==> config.mk <==
export PLATFORM = sky130hd
export DESIGN_NAME = if_id_skid_stage_flat
export DESIGN_NICKNAME = d
export VERILOG_FILES = /design/src/rtl/if_id_skid_stage_pkg.sv /design/src/rtl/if_id_skid_stage_if.sv /design/src/rtl/if_id_skid_stage_entry_reg.sv /design/src/rtl/if_id_skid_stage.sv /design/src/flat_wrapper.sv
export SDC_FILE = /design/constraint.sdc
export NUM_CORES = 1
export LEC_CHECK = 0
export BUFFER_PORTS_ARGS = -buffer_cell sky130_fd_sc_hd__buf_2
export CORE_MARGIN = 4
export CORE_UTILIZATION = 54
export DETAILED_ROUTE_END_ITERATION = 16
export PLACE_DENSITY = 0.76
export SLEW_MARGIN = 20
export SYNTH_ARGS = -nofsm -noshare
export SYNTH_HDL_FRONTEND = slang
export SYNTH_SLANG_ARGS = --single-unit
==> constraint.sdc <==
create_clock -name clock -period 2.1 [get_ports clock]
set_input_delay 0.42 -clock clock [delete_from_list [all_inputs] [get_ports clock]]
set_output_delay 0.42 -clock clock [all_outputs]
set_load 0.02 [all_outputs]
==> src/rtl/if_id_skid_stage_pkg.sv <==
// Shared definitions for the IF->ID pipeline stage: defaults, stage state encoding and helpers.
package if_id_skid_stage_pkg;

  localparam logic [31:0] BUBBLE_INSTR_DEFAULT = 32'h0000_0000;

  typedef logic [1:0] stage_state_t;

  localparam stage_state_t ST_EMPTY = 2'd0;
  localparam stage_state_t ST_ONE   = 2'd1;
  localparam stage_state_t ST_FULL  = 2'd2;

  // Entries held in a given stage state.
  function automatic logic [1:0] state_occupancy(input stage_state_t st);
    logic [1:0] occ;
    occ = 2'd0;
    if (st == ST_ONE) occ = 2'd1;
    if (st == ST_FULL) occ = 2'd2;
    return occ;
  endfunction

endpackage

==> src/rtl/if_id_skid_stage_if.sv <==
// Handshake bundle between fetch, the IF->ID stage and decode, plus stage controls.
interface if_id_skid_stage_if #(
  parameter int unsigned INSTR_WIDTH = 32,
  parameter int unsigned PC_WIDTH    = 32
) ();

  logic                   in_valid;
  logic                   in_ready;
  logic [INSTR_WIDTH-1:0] in_instruction;
  logic [PC_WIDTH-1:0]    in_pc;
  logic                   stall;
  logic                   flush;
  logic                   out_valid;
  logic                   out_ready;
  logic [INSTR_WIDTH-1:0] out_instruction;
  logic [PC_WIDTH-1:0]    out_pc;
  logic [1:0]             occupancy;

  modport master (
    output in_valid, in_instruction, in_pc, stall, flush, out_ready,
    input  in_ready, out_valid, out_instruction, out_pc, occupancy
  );

  modport slave (
    input  in_valid, in_instruction, in_pc, stall, flush, out_ready,
    output in_ready, out_valid, out_instruction, out_pc, occupancy
  );

endinterface

==> src/rtl/if_id_skid_stage_entry_reg.sv <==
// One pipeline entry: valid flag plus instruction and PC, with load and clear (clear wins).
module pipe_entry_reg #(
  parameter int unsigned          INSTR_WIDTH = 32,
  parameter int unsigned          PC_WIDTH    = 32,
  parameter logic [INSTR_WIDTH-1:0] INSTR_RESET = '0,
  parameter logic [PC_WIDTH-1:0]    PC_RESET    = '0
) (
  input  logic                   clock,
  input  logic                   reset_n,
  input  logic                   i_load,
  input  logic                   i_clear,
  input  logic [INSTR_WIDTH-1:0] i_instr,
  input  logic [PC_WIDTH-1:0]    i_pc,
  output logic                   o_valid,
  output logic [INSTR_WIDTH-1:0] o_instr,
  output logic [PC_WIDTH-1:0]    o_pc
);

  logic                   r_valid;
  logic [INSTR_WIDTH-1:0] r_instr;
  logic [PC_WIDTH-1:0]    r_pc;

  // Clearing only drops valid so the last PC stays visible downstream.
  always_ff @(posedge clock or negedge reset_n) begin
    if (!reset_n) begin
      r_valid <= 1'b0;
      r_instr <= INSTR_RESET;
      r_pc    <= PC_RESET;
    end else if (i_clear) begin
      r_valid <= 1'b0;
    end else if (i_load) begin
      r_valid <= 1'b1;
      r_instr <= i_instr;
      r_pc    <= i_pc;
    end
  end

  assign o_valid = r_valid;
  assign o_instr = r_instr;
  assign o_pc    = r_pc;

endmodule

==> src/rtl/if_id_skid_stage.sv <==
// IF->ID pipeline stage with optional 2-entry skid buffer, stall (bubble + hold) and flush.
module if_id_skid_stage
  import if_id_skid_stage_pkg::*;
#(
  parameter int unsigned            INSTR_WIDTH  = 32,
  parameter int unsigned            PC_WIDTH     = 32,
  parameter logic [PC_WIDTH-1:0]    PC_RESET     = {PC_WIDTH{1'b1}} << 2,
  parameter logic [INSTR_WIDTH-1:0] BUBBLE_INSTR = INSTR_WIDTH'(BUBBLE_INSTR_DEFAULT),
  parameter bit                     SKID         = 1'b1
) (
  input logic               clock,
  input logic               reset_n,
  if_id_skid_stage_if.slave bus
);

  stage_state_t           r_state, w_state_next;
  logic                   r_in_ready, w_in_ready;
  logic                   w_in_fire, w_out_fire, w_out_valid;
  logic                   w_m_load, w_m_clear, w_m_from_skid, w_s_load, w_s_clear;
  logic                   w_m_valid, w_s_valid;
  logic [INSTR_WIDTH-1:0] w_m_instr, w_s_instr, w_m_d_instr;
  logic [PC_WIDTH-1:0]    w_m_pc, w_s_pc, w_m_d_pc;

  assign w_out_valid = w_m_valid & ~bus.stall;
  assign w_out_fire  = w_out_valid & bus.out_ready;
  assign w_in_ready  = SKID ? r_in_ready : (~w_m_valid | w_out_fire);
  assign w_in_fire   = bus.in_valid & w_in_ready & ~bus.flush;

  always_comb begin
    w_state_next  = r_state;
    w_m_load      = 1'b0;
    w_m_clear     = 1'b0;
    w_m_from_skid = 1'b0;
    w_s_load      = 1'b0;
    w_s_clear     = 1'b0;
    if (bus.flush) begin
      w_state_next = ST_EMPTY;
      w_m_clear    = 1'b1;
      w_s_clear    = 1'b1;
    end else begin
      case (r_state)
        ST_EMPTY: begin
          if (w_in_fire) begin
            w_state_next = ST_ONE;
            w_m_load     = 1'b1;
          end
        end
        ST_ONE: begin
          if (w_in_fire && w_out_fire) begin
            w_m_load = 1'b1;
          end else if (w_out_fire) begin
            w_state_next = ST_EMPTY;
            w_m_clear    = 1'b1;
          end else if (w_in_fire && SKID) begin
            // Younger beat parks in S; M keeps the older one.
            w_state_next = ST_FULL;
            w_s_load     = 1'b1;
          end
        end
        ST_FULL: begin
          if (w_out_fire) begin
            w_state_next  = ST_ONE;
            w_m_load      = 1'b1;
            w_m_from_skid = 1'b1;
            w_s_clear     = 1'b1;
          end
        end
        default: begin
          w_state_next = ST_EMPTY;
          w_m_clear    = 1'b1;
          w_s_clear    = 1'b1;
        end
      endcase
    end
  end

  always_ff @(posedge clock or negedge reset_n) begin
    if (!reset_n) begin
      r_state    <= ST_EMPTY;
      r_in_ready <= 1'b1;
    end else begin
      r_state    <= w_state_next;
      r_in_ready <= (w_state_next != ST_FULL);
    end
  end

  assign w_m_d_instr = w_m_from_skid ? w_s_instr : bus.in_instruction;
  assign w_m_d_pc    = w_m_from_skid ? w_s_pc : bus.in_pc;

  pipe_entry_reg #(
    .INSTR_WIDTH (INSTR_WIDTH),
    .PC_WIDTH    (PC_WIDTH),
    .INSTR_RESET (BUBBLE_INSTR),
    .PC_RESET    (PC_RESET)
  ) u_main (
    .clock   (clock),
    .reset_n (reset_n),
    .i_load  (w_m_load),
    .i_clear (w_m_clear),
    .i_instr (w_m_d_instr),
    .i_pc    (w_m_d_pc),
    .o_valid (w_m_valid),
    .o_instr (w_m_instr),
    .o_pc    (w_m_pc)
  );

  if (SKID) begin : g_skid
    pipe_entry_reg #(
      .INSTR_WIDTH (INSTR_WIDTH),
      .PC_WIDTH    (PC_WIDTH),
      .INSTR_RESET (BUBBLE_INSTR),
      .PC_RESET    (PC_RESET)
    ) u_skid (
      .clock   (clock),
      .reset_n (reset_n),
      .i_load  (w_s_load),
      .i_clear (w_s_clear),
      .i_instr (bus.in_instruction),
      .i_pc    (bus.in_pc),
      .o_valid (w_s_valid),
      .o_instr (w_s_instr),
      .o_pc    (w_s_pc)
    );
  end else begin : g_no_skid
    assign w_s_valid = 1'b0;
    assign w_s_instr = BUBBLE_INSTR;
    assign w_s_pc    = PC_RESET;
  end

  assign bus.in_ready        = w_in_ready;
  assign bus.out_valid       = w_out_valid;
  assign bus.out_instruction = w_out_valid ? w_m_instr : BUBBLE_INSTR;
  assign bus.out_pc          = w_m_pc;
  assign bus.occupancy       = state_occupancy(r_state);

endmodule

==> src/flat_wrapper.sv <==
// flat-port wrapper written by rule: the top's interface ports become plain ports
module if_id_skid_stage_flat import if_id_skid_stage_pkg::*;
#(
  parameter int unsigned            INSTR_WIDTH  = 32,
  parameter int unsigned            PC_WIDTH     = 32,
  parameter logic [PC_WIDTH-1:0]    PC_RESET     = {PC_WIDTH{1'b1}} << 2,
  parameter logic [INSTR_WIDTH-1:0] BUBBLE_INSTR = INSTR_WIDTH'(BUBBLE_INSTR_DEFAULT),
  parameter bit                     SKID         = 1'b1
)
  (clock, reset_n, bus_in_valid, bus_in_instruction, bus_in_pc, bus_stall, bus_flush, bus_out_ready, bus_in_ready, bus_out_valid, bus_out_instruction, bus_out_pc, bus_occupancy);
  if_id_skid_stage_if #(.INSTR_WIDTH(INSTR_WIDTH), .PC_WIDTH(PC_WIDTH)) bus_i ();
  input logic clock;
  input logic reset_n;
  input wire logic [$bits(bus_i.in_valid)-1:0] bus_in_valid;
  input wire logic [$bits(bus_i.in_instruction)-1:0] bus_in_instruction;
  input wire logic [$bits(bus_i.in_pc)-1:0] bus_in_pc;
  input wire logic [$bits(bus_i.stall)-1:0] bus_stall;
  input wire logic [$bits(bus_i.flush)-1:0] bus_flush;
  input wire logic [$bits(bus_i.out_ready)-1:0] bus_out_ready;
  output wire logic [$bits(bus_i.in_ready)-1:0] bus_in_ready;
  output wire logic [$bits(bus_i.out_valid)-1:0] bus_out_valid;
  output wire logic [$bits(bus_i.out_instruction)-1:0] bus_out_instruction;
  output wire logic [$bits(bus_i.out_pc)-1:0] bus_out_pc;
  output wire logic [$bits(bus_i.occupancy)-1:0] bus_occupancy;
  assign bus_i.in_valid = bus_in_valid;
  assign bus_i.in_instruction = bus_in_instruction;
  assign bus_i.in_pc = bus_in_pc;
  assign bus_i.stall = bus_stall;
  assign bus_i.flush = bus_flush;
  assign bus_i.out_ready = bus_out_ready;
  assign bus_in_ready = bus_i.in_ready;
  assign bus_out_valid = bus_i.out_valid;
  assign bus_out_instruction = bus_i.out_instruction;
  assign bus_out_pc = bus_i.out_pc;
  assign bus_occupancy = bus_i.occupancy;
  if_id_skid_stage #(.INSTR_WIDTH(INSTR_WIDTH), .PC_WIDTH(PC_WIDTH), .PC_RESET(PC_RESET), .BUBBLE_INSTR(BUBBLE_INSTR), .SKID(SKID)) u_core (.clock(clock), .reset_n(reset_n), .bus(bus_i));
endmodule
==> results.cfg, run 1 <==
[clock_network]
cts_buffers = 17
cts_max_level = 4
cts-root-buf = clkbuf_16
cts.clk_slew.worst_paths_ns = 0.06
cts_tree = yes
cts_sinks = 132
cts_buffer_depth = 2
clk_latency_ns = 0.42
cts_setup_buffers = 0

[outcome]
status = completed

[global_routing]
grtUsageTotal_pct = 19.26
grt_max_degree = 46
grt_pass1_wl_um = 19780
gr-total-overflow = 0
grt_pass1_vias = 4077
antenna_found_initial = 1

[pwr]
vdd_ir_drop_max_mv = 0.8460
intPower_mw = 7.241
clkPwrFrac_pct = 32.2
power_frac_comb_pct = 22.5
power_density_mw_per_mm2 = 1243
p_leak_nw = 3.781
sw_frac_of_total_pct = 25.83
seqPwrFrac_pct = 45.3
netSwitchingPower_mw = 2.522

[yosys]
async_flop_share_pct = 100.0
yosysWarnings = 0
synth_seq_cells = 132
syn_nets = 471
syn_inst = 401
yosys_most_used_dff = dfrtp_1
syn_area_per_cell_sq_um = 15.61
synth-edff-count = 0
synth.distinct_cells = 22
syn_area_sq_mm = 0.006260
ys_seq_area_share_pct = 53.99

[timing]
timing.max_slew.rel_slack_pct = 66.58
skew_ns = 0.006156
fin_tns_setup_ns = 0
tightest_slew_ns = 0.5013
final-setup-viol-count = 0
slew_viol_final = 0
fin_crit_sh_pct = 94.28
period_minus_slack_ns = 1.980
rsz0062_at_grt = false
fmax_mhz = 505.1
hold_viol_final = 0

[placed_design]
port-buffer-count = 137
hpwl_um = 8067
finalWeightedCongestion = 0.7458

[detailed_routing]
vias_per_cell = 5.258
routed.top_layer = met5
num_vias = 3691
ant_nets = 0
met1_length_um = 4908
dr_wl_met3_um = 713
drc = 0
dr_wl_met2_um = 6210
dr.pass1.iters = 4
wl_per_cell_um = 17.32
wirelength_um = 12160
drt-initial-drc-count = 117

[finish]
antennaDiodeCount = 0
syn2layout_area_growth_pct = 25.44
drive_gt1_share_pct = 78.18
final_nets = 616
fin_util_pct = 69.07

[floorplan]
core.rowCount = 39
top_level_ports = 138
initial_core_util_pct = 55.06
die_h_um = 115.7
dieArea_sq_mm = 0.01338
design.core.area_sq_mm = 0.01137
die_w_um = 115.7

[worst_setup_path]
worst_setup_path_end_kind = primary output
crit_arrival_ns = 1.56
worstPathRequired_ns = 1.68
critPathKind = flop to primary output
critPathMaxFanout = 26
startpoint_type = flop

[flow_run]
max_cap_violations = 0

[min_path]
hp-class = input port to flop
[cell usage in the layout (no fill, tap or decap), drive strengths merged]
cell / n
mux2: 192
buf: 149
dfrtp: 71
dfstp: 61
and2: 32
clkbuf: 28
nand2b: 2
inv: 2
nand3: 2
nand2: 2
nand3b: 2
clkinv: 2
nor2b: 2
a21o: 2
xnor2: 1
a21oi: 1
a221o: 1
nor3b: 1
or3: 1
a211o: 1
a31oi: 1
bufinv: 1
clkinvlp: 1
dlygate4sd3: 1
[cells by family (layout without fill, tap and decap cells)]
kind of cell | Yosys count | after routing | synth area share (%)
mux | 192 | 192 | 38.14
flops | 132 | 132 | 53.99
simple gates | 44 | 44 | 4.337
buf+inv | 26 | 184 | 2.679
compound gates | 6 | 6 | 0.7195
xor+xnor | 1 | 1 | 0.1399
[layer usage]
metal,vias up,track usage (%)
li1,1700,-
met2,85,31.94
met4,2,8.662
met3,22,6.371
met1,1882,22.91
met5,-,0
[power by group through the flow]
| stage | clock network [mW] | registers, mW | logic (mW) |
|---|---|---|---|
| 2_1_floorplan | 0 | 4.59 | 1.33 |
| 3_3_place_gp | 0 | 4.37 | 2.13 |
| 3_5_place_dp | 0 | 4.45 | 2.21 |
| 4_1_cts | 3.21 | 4.42 | 2.23 |
| 5_1_grt | 3.33 | 4.55 | 2.40 |
| 6_report | 3.14 | 4.43 | 2.19 |
[area by class of cell]
type	instances	area, sq um
Fill cell	788	3517
Sequential cell	132	3379
Timing Repair Buffer	150	895.9
Tap cell	143	178.9
Clock inverter	4	47.55
Multi-Input combinational cell	243	2731
Clock buffer	28	611.8
Inverter	2	7.507
[timing repair]
item                                   CTS  global route
gates resized for setup                  0             3
hold buffers                             1             0
endpoints found under the hold margin   19             0
setup endpoints to repair                0            25
[through the flow]
stage | hold slack (ns) | instance area, sq um | std cells | power [mW] | setup WS, ns
floorplan | 0.1244 | 6260 | 401 | 5.918 | 0.1496
global placement | 0.4235 | 7171 | 669 | 6.507 | 0.07311
finish | 0.2501 | 7853 | 702 | 9.763 | 0.1201
global route | 0.2369 | 7853 | 702 | 10.28 | 0.03794
detailed placement | 0.4259 | 7171 | 669 | 6.667 | 0.03735
CTS | 0.2371 | 7840 | 702 | 9.860 | 0.01078
[worst max-delay path, stage by stage (launching register included)]
cell     delay [ns]
dfrtp_1        0.40
nor2b_4        0.21
buf_8          0.19
and2_1         0.16
buf_2          0.16
[worst paths after layout]
path | start | to | slack, ns | cells past startpoint
min in group asynchronous | reset_n | u_core.g_skid.u_skid.o_instr[12] | 0.52 | 2
max in group asynchronous | reset_n | u_core.u_main.o_pc[20] | 0.86 | 3
worst max register to register | u_core.r_state[0] | u_core.u_main.o_pc[1] | 0.19 | 5
worst min-delay path | bus_in_instruction[9] | u_core.g_skid.u_skid.o_instr[9] | 0.25 | 2
worst max-delay path | u_core.u_main.o_valid | bus_out_instruction[2] | 0.12 | 4
worst min register to register | u_core.u_main.o_instr[28] | u_core.u_main.o_instr[28] | 0.50 | 1
[cell usage after synthesis (3+ instances only)]
cell type	count	area share (%)
mux2_4	60	14
dfrtp_1	71	28
buf_2	14	1.1
and2_1	32	3.2
mux2_2	132	24
clkbuf_1	3	0.18
buf_6	7	1.3
dfstp_2	61	26
[state kept, by name, summed over array words and instances (netlist names)]
| signal | flops |
|---|---|
| u_core.bus.in_ready | 1 |
| u_core.g_skid.u_skid.o_instr | 32 |
| u_core.g_skid.u_skid.o_pc | 32 |
| u_core.r_state | 2 |
| u_core.u_main.o_instr | 32 |
| u_core.u_main.o_pc | 32 |
| u_core.u_main.o_valid | 1 |
Power figures use the tool's default switching activity.
==> run 2: changes to the inputs <==
--- a/config.mk
+++ b/config.mk
@@ -9,6 +9,7 @@
 export CORE_MARGIN = 4
 export CORE_UTILIZATION = 54
 export DETAILED_ROUTE_END_ITERATION = 16
+export GPL_TIMING_DRIVEN = 0
 export PLACE_DENSITY = 0.76
 export SLEW_MARGIN = 20
 export SYNTH_ARGS = -nofsm -noshare
==> run 2 against run 1 <==
Compared with the run above: register-to-register slack got worse by 0.096 ns; combinational power barely moved; count of clock-buffer cells in the layout rose by 1; via count increased by 1.6%; die area unchanged; fmax down 1.3%; sequential power about the same; worst hold slack better by 0.0036 ns; sequential share of layout area up 0.20 points.
==> results.cfg, run 2 (synthesis gave the netlist of run 1 again) <==
[finish]
antennaDiodeCount = 0
mostFrequentLayoutCells = 144 x buf_2, 132 x mux2_2, 71 x dfrtp_1, 61 x dfstp_2, 60 x mux2_4
syn2layout_area_growth_pct = 24.87
stdcell_count = 721
fin_util_pct = 68.75
drive_gt1_share_pct = 77.85
nFillCells = 827
stdcell_area_sq_mm = 0.007816
final_common_cell = buf_2
final_nets = 635

[worst_setup_path]
critPathMaxFanout = 10
timing.rr.start = u_core.u_main.o_valid
worst_setup_path_end_kind = flop
r2r_cells = 7
cp.depth = 7
worstPathRequired_ns = 2.39
cpPeakStageDelay_ns = 0.41
cpMaxStageDelayCell = dfrtp_1
path_cells = nor2b_4 -> buf_4 -> nand3_1 -> a21o_1 -> buf_2 -> buf_2 -> mux2_2
startpoint_type = flop
crit_start = u_core.u_main.o_valid
crit_arrival_ns = 2.29
crit_buf_inv = 3
worst_path_most_repeated_cell = buf_2
cp_top_family = buffers and inverters
critPathKind = flop to flop

[timing]
period_minus_slack_ns = 2.006
slew_viol_final = 0
fmax_mhz = 498.5
fin_crit_sh_pct = 95.53
hold_viol_final = 0
skew_ns = 0.004973
fin_hold_ws_ns = 0.2537
fin_tns_setup_ns = 0
final-setup-viol-count = 0
tightest_slew_ns = 0.4634
setup_slack_ns = 0.09391
timing.max_slew.rel_slack_pct = 69.11

[floorplan]
die_h_um = 115.7
die_w_um = 115.7
core.rowCount = 39
dieArea_sq_mm = 0.01338
design.core.area_sq_mm = 0.01137
initial_core_util_pct = 55.06
top_level_ports = 138

[pwr]
p_leak_nw = 3.795
power_density_mw_per_mm2 = 1197
vdd_ir_drop_max_mv = 0.7989
p_total_mw = 9.356

[min_path]
hold_depth = 2
hp-class = input port to flop
min_from = bus_flush

[clock_network]
cts_sinks = 132
cts.clk_slew.worst_paths_ns = 0.05
cts_buffer_depth = 2
clk_latency_ns = 0.41
cts_buffers = 17
cts_tree = yes
cts_max_level = 4
cts-root-buf = clkbuf_16

[global_routing]
grt_max_degree = 94
antenna_found_initial = 1
grt_pass1_wl_um = 19520
grtUsageTotal_pct = 19.04
gr-total-overflow = 0
grt_pass1_vias = 4029

[detailed_routing]
vias_per_cell = 5.201
num_vias = 3750
ant_nets = 0
drc = 0
drt-initial-drc-count = 126
dr.pass1.iters = 4
wl_per_cell_um = 16.94
wirelength_um = 12210

[placed_design]
place_area_sq_mm = 0.007162
hpwl_um = 8434
dp_slack_ns = -0.1790
port-buffer-count = 137
finalWeightedCongestion = 0.8198
place_inst = 682

[outcome]
status = completed

[flow_run]
max_cap_violations = 0
==> run 2: cell count changes in the layout (fill, tap and decap cells not counted), sizes merged <==
cell	previous run	this run
bufinv	1	0
clkbuf	28	36
clkinvlp	1	0
clkinv	2	3
buf	149	161
==> run 2: report_power, final <==
| part | internal (mW) | switching, mW |
|---|---|---|
| clock | 1.76 | 0.990 |
| combinational | 1.22 | 0.964 |
| sequential | 3.92 | 0.506 |
| total | 6.90 | 2.46 |
==> run 2: worst paths after layout <==
| check | to | slack (ns) |
|---|---|---|
| setup / recovery | u_core.u_main.o_instr[22] | 0.09 |
| hold / removal | u_core.u_main.o_valid | 0.25 |
| setup reg to reg | u_core.u_main.o_instr[22] | 0.09 |
| hold reg to reg | u_core.u_main.o_instr[9] | 0.49 |
| max in group asynchronous | u_core.u_main.o_pc[25] | 0.86 |
| min in group asynchronous | u_core.u_main.o_instr[12] | 0.48 |
==> run 2: timing repair <==
item | CTS | global route
pin swaps | 0 | 1
setup buffers | 0 | 6
endpoints found under the setup margin | 75 | 92
hold buffers | 1 | 0
hold endpoints to repair | 33 | 0
gates resized for setup | 5 | 14
==> run 2: final cells by class <==
| type | count | area (sq um) | share of cell area, % |
|---|---|---|---|
| repair buffers | 145 | 778.2 | 9.957 |
| plain buffers | 24 | 186.4 | 2.385 |
| flip-flops and latches | 132 | 3379 | 43.24 |
| well taps | 143 | 178.9 | 2.289 |
| inverters | 2 | 7.507 | 0.09605 |
| clock buffers | 29 | 550.5 | 7.043 |
| multi-input cells | 243 | 2720 | 34.80 |
| clock inverters | 3 | 15.01 | 0.1921 |
==> run 2: layer usage <==
layer | part of all wire (%) | track usage [%] | wire length, um | vias up
li1 | - | - | - | 1751
met1 | 42 | 22.88 | 5093 | 1903
met2 | 52 | 32.60 | 6317 | 80
met3 | 5.3 | 6.580 | 644 | 14
met4 | 1.2 | 5.646 | 145 | 2
met5 | 0.098 | 0 | 12 | -
